[config.mk]
export PLATFORM = sky130hd
export DESIGN_NAME = imem_boot_arb
export DESIGN_NICKNAME = d
export VERILOG_FILES = /design/src/rtl/imem_boot_arb.sv
export SDC_FILE = /design/constraint.sdc
export NUM_CORES = 1
export LEC_CHECK = 0
export ABC_CLOCK_PERIOD_IN_PS = 1600
export CAP_MARGIN = 10
export CORE_MARGIN = 2
export CORE_UTILIZATION = 30
export CTS_BUF_LIST = sky130_fd_sc_hd__clkbuf_16
export CTS_CLUSTER_DIAMETER = 40
export DETAILED_ROUTE_END_ITERATION = 10
export PLACE_DENSITY_LB_ADDON = 0.25
export RECOVER_POWER = 25
export SYNTH_ARGS = -nofsm -noshare
export SYNTH_HDL_FRONTEND = slang
export SYNTH_SLANG_ARGS = --single-unit
[constraint.sdc]
create_clock -name clk -period 1.6 [get_ports clk]
set_input_delay 0.24 -clock clk [delete_from_list [all_inputs] [get_ports clk]]
set_output_delay 0.24 -clock clk [all_outputs]
set_load 0.05 [all_outputs]
[src/rtl/imem_boot_arb.sv]
// rtl/imem_boot_arb.sv - IMEM boot loader and fetch/debug port arbiter
// Streams a program image into IMEM under core reset, then arbitrates fetch vs. debug reads.
module imem_boot_arb #(
  parameter int ADDR_WIDTH   = 10,
  parameter int STARVE_LIMIT = 4
) (
  input  logic                  clk,
  input  logic                  reset,
  input  logic                  ld_valid,
  output logic                  ld_ready,
  input  logic [31:0]           ld_data,
  input  logic                  ld_last,
  input  logic                  reload,
  output logic                  core_reset,
  input  logic [ADDR_WIDTH-1:0] fetch_addr,
  input  logic                  fetch_req,
  output logic                  fetch_stall,
  input  logic                  dbg_req,
  input  logic [ADDR_WIDTH-1:0] dbg_addr,
  output logic                  dbg_gnt,
  output logic                  dbg_rvalid,
  output logic [31:0]           dbg_rdata,
  output logic                  imem_we,
  output logic [ADDR_WIDTH-1:0] imem_addr,
  output logic [31:0]           imem_wdata,
  input  logic [31:0]           imem_rdata,
  output logic [ADDR_WIDTH:0]   load_count
);

  typedef enum logic [1:0] {LOAD, SETTLE, RUN} state_t;

  localparam logic [ADDR_WIDTH-1:0] LAST_ADDR = '1;
  localparam logic [ADDR_WIDTH-1:0] PTR_ONE   = ADDR_WIDTH'(1);
  localparam logic [ADDR_WIDTH:0]   CNT_ONE   = (ADDR_WIDTH+1)'(1);
  localparam logic [3:0]            LIMIT     = 4'(STARVE_LIMIT);

  state_t                state;
  logic [ADDR_WIDTH-1:0] wr_ptr;
  logic [3:0]            starve_cnt;
  logic                  rvalid_q;
  logic                  ld_fire;

  always_comb begin
    ld_ready    = 1'b0;
    core_reset  = 1'b1;
    fetch_stall = 1'b1;
    dbg_gnt     = 1'b0;
    imem_we     = 1'b0;
    imem_addr   = '0;
    imem_wdata  = ld_data;
    if (!reset) begin
      case (state)
        LOAD: begin
          ld_ready  = 1'b1;
          imem_we   = ld_valid;
          imem_addr = wr_ptr;
        end
        SETTLE: imem_addr = wr_ptr;
        RUN: begin
          core_reset  = 1'b0;
          dbg_gnt     = dbg_req && (!fetch_req || starve_cnt == LIMIT);
          fetch_stall = dbg_gnt;
          imem_addr   = dbg_gnt ? dbg_addr : fetch_addr;
        end
        default: imem_addr = '0;
      endcase
    end
  end

  assign ld_fire    = ld_ready && ld_valid;
  // Read data path stays purely combinational so no control output ever depends on it.
  assign dbg_rdata  = imem_rdata;
  assign dbg_rvalid = rvalid_q && !reset;

  always_ff @(posedge clk) begin
    if (reset) begin
      state      <= LOAD;
      wr_ptr     <= '0;
      load_count <= '0;
      starve_cnt <= '0;
      rvalid_q   <= 1'b0;
    end else begin
      rvalid_q <= dbg_gnt;
      case (state)
        LOAD: begin
          if (ld_fire) begin
            load_count <= load_count + CNT_ONE;
            // The pointer parks at the top address; a full memory ends the load by itself.
            if (wr_ptr != LAST_ADDR) wr_ptr <= wr_ptr + PTR_ONE;
            if (ld_last || wr_ptr == LAST_ADDR) state <= SETTLE;
          end
        end
        SETTLE: state <= RUN;
        RUN: begin
          if (reload) begin
            state      <= LOAD;
            wr_ptr     <= '0;
            load_count <= '0;
            starve_cnt <= '0;
          end else if (dbg_req && !dbg_gnt) begin
            if (starve_cnt != LIMIT) starve_cnt <= starve_cnt + 4'd1;
          end else begin
            starve_cnt <= '0;
          end
        end
        default: state <= LOAD;
      endcase
    end
  end

endmodule

# Word level (Yosys, flattened, before mapping)
# Cells that the tools add are included.
word_totals:
  output_inout_bits: 91
  word_cells: 62
  ff_bits: 28
op_classes:
  n_mux: 27
  n_eq_ne: 11
  n_reduce_logical: 16
  n_addsub: 3
op_table:
  columns: ["operator", "n"]
  rows:
  - ["2-to-1 mux 10 bit", 5]
  - ["case mux 10 bit (2 select lines)", 2]
  - ["2-to-1 mux 11 bit", 2]
  - ["case mux 11 bit (2 select lines)", 1]
  - ["2-to-1 mux 4 bit", 3]
  - ["adder 11 x 1 -> 11 bit, second input constant", 1]
  - ["adder 10 x 1 -> 10 bit, second input constant", 1]
  - ["equality test 10 bit, second input constant", 1]
  - ["2-to-1 mux 1 bit", 10]
  - ["inequality test 10 bit, second input constant", 1]
  - ["inequality test 2 bit, second input constant", 4]
  - ["2-to-1 mux 2 bit", 3]
  - ["case mux 2 bit (3 select lines)", 1]
  - ["AND reduction 3 bit", 2]
  - ["adder 4 x 1 -> 4 bit, second input constant", 1]
  - ["equality test 4 x 3 -> 1 bit, second input constant", 1]
  - ["logical AND 1 bit", 4]
  - ["inequality test 4 x 3 -> 1 bit, second input constant", 1]
  - ["AND reduction 4 bit", 1]
  - ["logical NOT 1 bit", 3]
  - ["inequality test 3 x 2 -> 1 bit, second input constant", 1]
  - ["equality test 2 x 1 -> 1 bit, second input constant", 1]
  - ["equality test 2 bit, second input constant", 1]
  - ["logical NOT 2 bit", 1]
  - ["other kinds (4)", 5]

# Depth between registers and ports, before layout
logic_depth:
  ltp_word: 9
  depth_mapped: 7
  mapped_depth_nobuf: 6

# Least setup slack after synthesis
# No wires, ideal clock.
synth_path:
  path_type: "register to output"
  startpoint: "reg state[1]"
  endpoint: "out imem_addr[0]"
  n_path_buf: 2
  arrival_time_ps: 2441
  setup_slack_ps: -1081
  stages_incl_launch_ff: 5
  path_cell_list: "dfxtp_1 buf_6 or3b_1 clkbuf_1 o21ai_0"
synth_via:
  elab_chain_cells: 4
  elab_cells_between_ends: 6
synth_lines:
  columns: ["item", "line_no", "rtl"]
  rows:
  - ["start, declared", "37", "state_t state;"]
  - ["start signal, assigned", "77", "state <= LOAD;"]
  - ["start signal, assigned", "90", "if (ld_last || wr_ptr == LAST_ADDR) state <= SETTLE;"]
  - ["start signal, assigned", "93", "SETTLE: state <= RUN;"]
  - ["equality test 2 x 1 -> 1 bit / logical NOT 2 bit (equally long branches)", "52", "case (state)"]
  - ["OR reduction 2 bit (no line)", null, null]
  - ["case mux 10 bit (2 select lines) *", "52", null]
  - ["2-to-1 mux 10 bit *", "51", "if (!reset) begin"]
  - ["end, declared", "24", "output logic [ADDR_WIDTH-1:0] imem_addr,"]
# Every way passes the cells marked *; elsewhere a longest branch is shown, timed or not.

# Final worst setup path
layout_path:
  startpoint: "reg starve_cnt[1]"
  endpoint: "out imem_addr[9]"
layout_via:
  elab_chain_cells: 6
layout_lines:
  columns: ["item", "line_no", "rtl"]
  rows:
  - ["start, declared", "39", "logic [3:0] starve_cnt;"]
  - ["start signal, assigned", "101", "if (starve_cnt != LIMIT) starve_cnt <= starve_cnt + 4'd1;"]
  - ["equality test 4 x 3 -> 1 bit", "61", "dbg_gnt = dbg_req && (!fetch_req || starve_cnt == LIMIT);"]
  - ["logical OR 1 bit", "61", null]
  - ["logical AND 1 bit", "61", null]
  - ["2-to-1 mux 10 bit", "63", "imem_addr = dbg_gnt ? dbg_addr : fetch_addr;"]
  - ["case mux 10 bit (2 select lines)", "52", null]
  - ["2-to-1 mux 10 bit", "51", null]
# Every way passes these cells.

==> results.json <==
{
  "worstPathRequired_ns": 1.36,
  "clkLatencyLatePin_ns": 0.26,
  "reg2reg_to": "starve_cnt[0]",
  "start_util": 0.306,
  "via_count": 1963,
  "pin_count": 182,
  "arrival_ns": 1.86,
  "grt_pass1_wl_um": 9050,
  "setup_viol": 25,
  "synth_area_leaders": "dfxtp_1 (26%), buf_4 (23%), a21oi_1 (4.8%), mux2i_1 (4.6%), o21ai_0 (4.1%)",
  "dr.pass1.iters": 4,
  "tns_ns": -6.35,
  "root_buffer": "clkbuf_16",
  "yosys.area.top_type_share": 0.256,
  "max_cap_violations": 0,
  "period_needed_ns": 2.10,
  "tightestPinTransition_ns": 0.442,
  "ant_nets": 0,
  "synthTopCellsByCount": "buf_4 (66), dfxtp_1 (28), a21oi_1 (21)",
  "htree_levels": 1,
  "dp_cells": 392,
  "tritoncts": "yes",
  "synth-edff-count": 0,
  "synth_area_per_cell_um2": 8.13,
  "fin_skew_ns": 0.00364,
  "gp_congestion": 0.784,
  "met1_usage": 0.179,
  "grt_pass1_vias": 1923,
  "cts.clk_slew.worst_paths_ns": 0.07,
  "row_count": 31,
  "drtIter0Drc": 56,
  "hold_start": "reset",
  "antenna_found_initial": 0,
  "cp_max_fo": 5,
  "syn-cell-area_um2": 2190,
  "violations": "negative setup slack",
  "fin_total_pwr_uw": 1740,
  "grt_max_degree": 16,
  "syn-num-nets": 364,
  "crit_path_end_kind": "output pin",
  "hold_class": "primary input to register",
  "period_share": 1.31,
  "diodes": 0,
  "synth-main-ff-cell": "dfxtp_1",
  "reg2reg_from": "starve_cnt[1]",
  "yosysTopAreaCell": "dfxtp_1",
  "met2_usage": 0.245,
  "crit_path_start_kind": "register",
  "synth_cells": 269,
  "wirelength_um": 5780,
  "grt-busiest-layer": "met2",
  "die_h_um": 89.4,
  "grt_overflow_total": 0,
  "rsz0062_at_grt": "true",
  "reg2regPathDepth": 9,
  "yosysUniqueCellTypes": 47,
  "critPathKind": "register to output pin",
  "die_width_um": 89.4,
  "hold_depth": 2,
  "min_to": "state[1]",
  "nets": 402,
  "drive_above_1_share": 0.474,
  "yosysMostFrequentCell": "buf_4",
  "final_cell_count_no_fill": 405,
  "grt_util_met3": 0.0286,
  "setup_ws_ns": -0.502,
  "relSlewSlack": 0.705,
  "area_growth_pct": 54.5,
  "slew_violations": 0,
  "wl_per_cell_um": 14.3,
  "power-per-cell-area_nw_per_um2": 516,
  "cts_max_path_buffers": 2,
  "ys_seq_elements": 28,
  "p_leak_uw": 0.00124,
  "rrSetupSlack_ns": -0.19,
  "core_area_um2": 7140,
  "hold_buffers": 0,
  "fill_cells": 677,
  "hold_viol_final": 0,
  "track_usage": 0.142,
  "dieArea_um2": 7990,
  "synthArstFlopShare": 0,
  "ir_drop_uv": 330,
  "avgViaCountPerCell": 4.85,
  "yosysWarnings": 0,
  "port_buffers": 53,
  "max_freq_mhz": 476,
  "cts.sinks": 28,
  "ys_seq_area_frac": 0.256,
  "numCtsBuffers": 3,
  "drcViolationCount": 0,
  "status": "finished, violations left",
  "hpwlAfterDp_um": 4260
}
## what timing repair did
action                                  in CTS  in global routing
pin swaps                                   21                  9
gates resized for setup                     50                 17
endpoints found under the setup margin      35                 32
gates cloned                                 2                  0
hold endpoints to repair                     0                  0
buffers inserted                             5                  4
## registers in the layout (all words and copies together), names as in the netlist
register / count
rvalid_q: 1
load_count: 11
starve_cnt: 4
wr_ptr: 10
state: 2
## critical path, cell delays in order, from the launching register on
cell      delay (ns)
dfxtp_2         0.33
inv_2           0.06
ha_4            0.13
nand3b_1        0.15
a21oi_4         0.25
buf_6           0.20
mux2i_2         0.25
o21ai_2         0.09
buf_12          0.15
## worst max-delay path by stage
stage | endpoint | from | slack [ns]
6_report | imem_addr[9] | starve_cnt[1] | -0.50
5_1_grt | imem_addr[9] | starve_cnt[1] | -0.59
4_1_cts | imem_addr[4] | starve_cnt[1] | -0.54
3_5_place_dp | imem_addr[7] | reset | -0.66
3_3_place_gp | imem_addr[0] | reset | -0.62
2_1_floorplan | imem_addr[0] | state[1] | -0.26
## per-stage QoR
step / utilization / cell area, µm² / worst slack [ns] / hold slack (ns)
floorplan: - / 2350 / -0.260 / 0.340
global placement: 0.411 / 2940 / -0.625 / 0.479
detailed placement: 0.411 / 2940 / -0.660 / 0.480
CTS: 0.458 / 3270 / -0.544 / 0.421
global route: 0.473 / 3380 / -0.593 / 0.469
finish: 0.473 / 3380 / -0.502 / 0.418
## layer usage
layer | vias to the layer above | routed length [µm]
li1 | 965 | -
met1 | 934 | 2560
met2 | 58 | 2890
met3 | 6 | 294
met4 | 0 | 40
met5 | - | 0
## area by class of cell
type	count	area, µm²	share of cell area
flip-flops and latches	28	579	0.172
clock inverters	1	3.75	0.00111
multi-input cells	158	1420	0.419
clock buffers	3	75.1	0.0222
inverters	8	30.0	0.00889
repair buffers	108	1150	0.340
well taps	99	124	0.0367
## cells in the final DEF (no fill, tap or decap), drive strengths merged, types with 3 or more instances in the layout
master / instances
nand3: 7
a211oi: 3
nand4: 4
nand2: 17
o21ai: 18
a21oi: 21
dlygate4sd2: 3
nor3: 3
or4: 6
o31ai: 5
buf: 82
ha: 4
o2111ai: 4
inv: 8
xor2: 4
mux2i: 10
clkbuf: 3
nor2b: 3
dfxtp: 28
or3: 5
or2: 3
nor2: 17
clkdlybuf4s50: 23
nor4b: 3
## cells by family after synthesis
| logic type | share of synthesized area |
|---|---|
| flops | 0.256 |
| simple gates | 0.212 |
| compound gates | 0.183 |
| fa+ha+maj | 0.0229 |
| mux | 0.0458 |
| buf+inv | 0.264 |
| xor+xnor | 0.0160 |
## power breakdown
group	leakage, µW	total [µW]	switching [µW]	internal [µW]
Combinational	0.000972	437	207	230
Sequential	0.000232	722	15.6	707
Clock	0.0000385	583	247	335
Power figures use the tool's default switching activity.
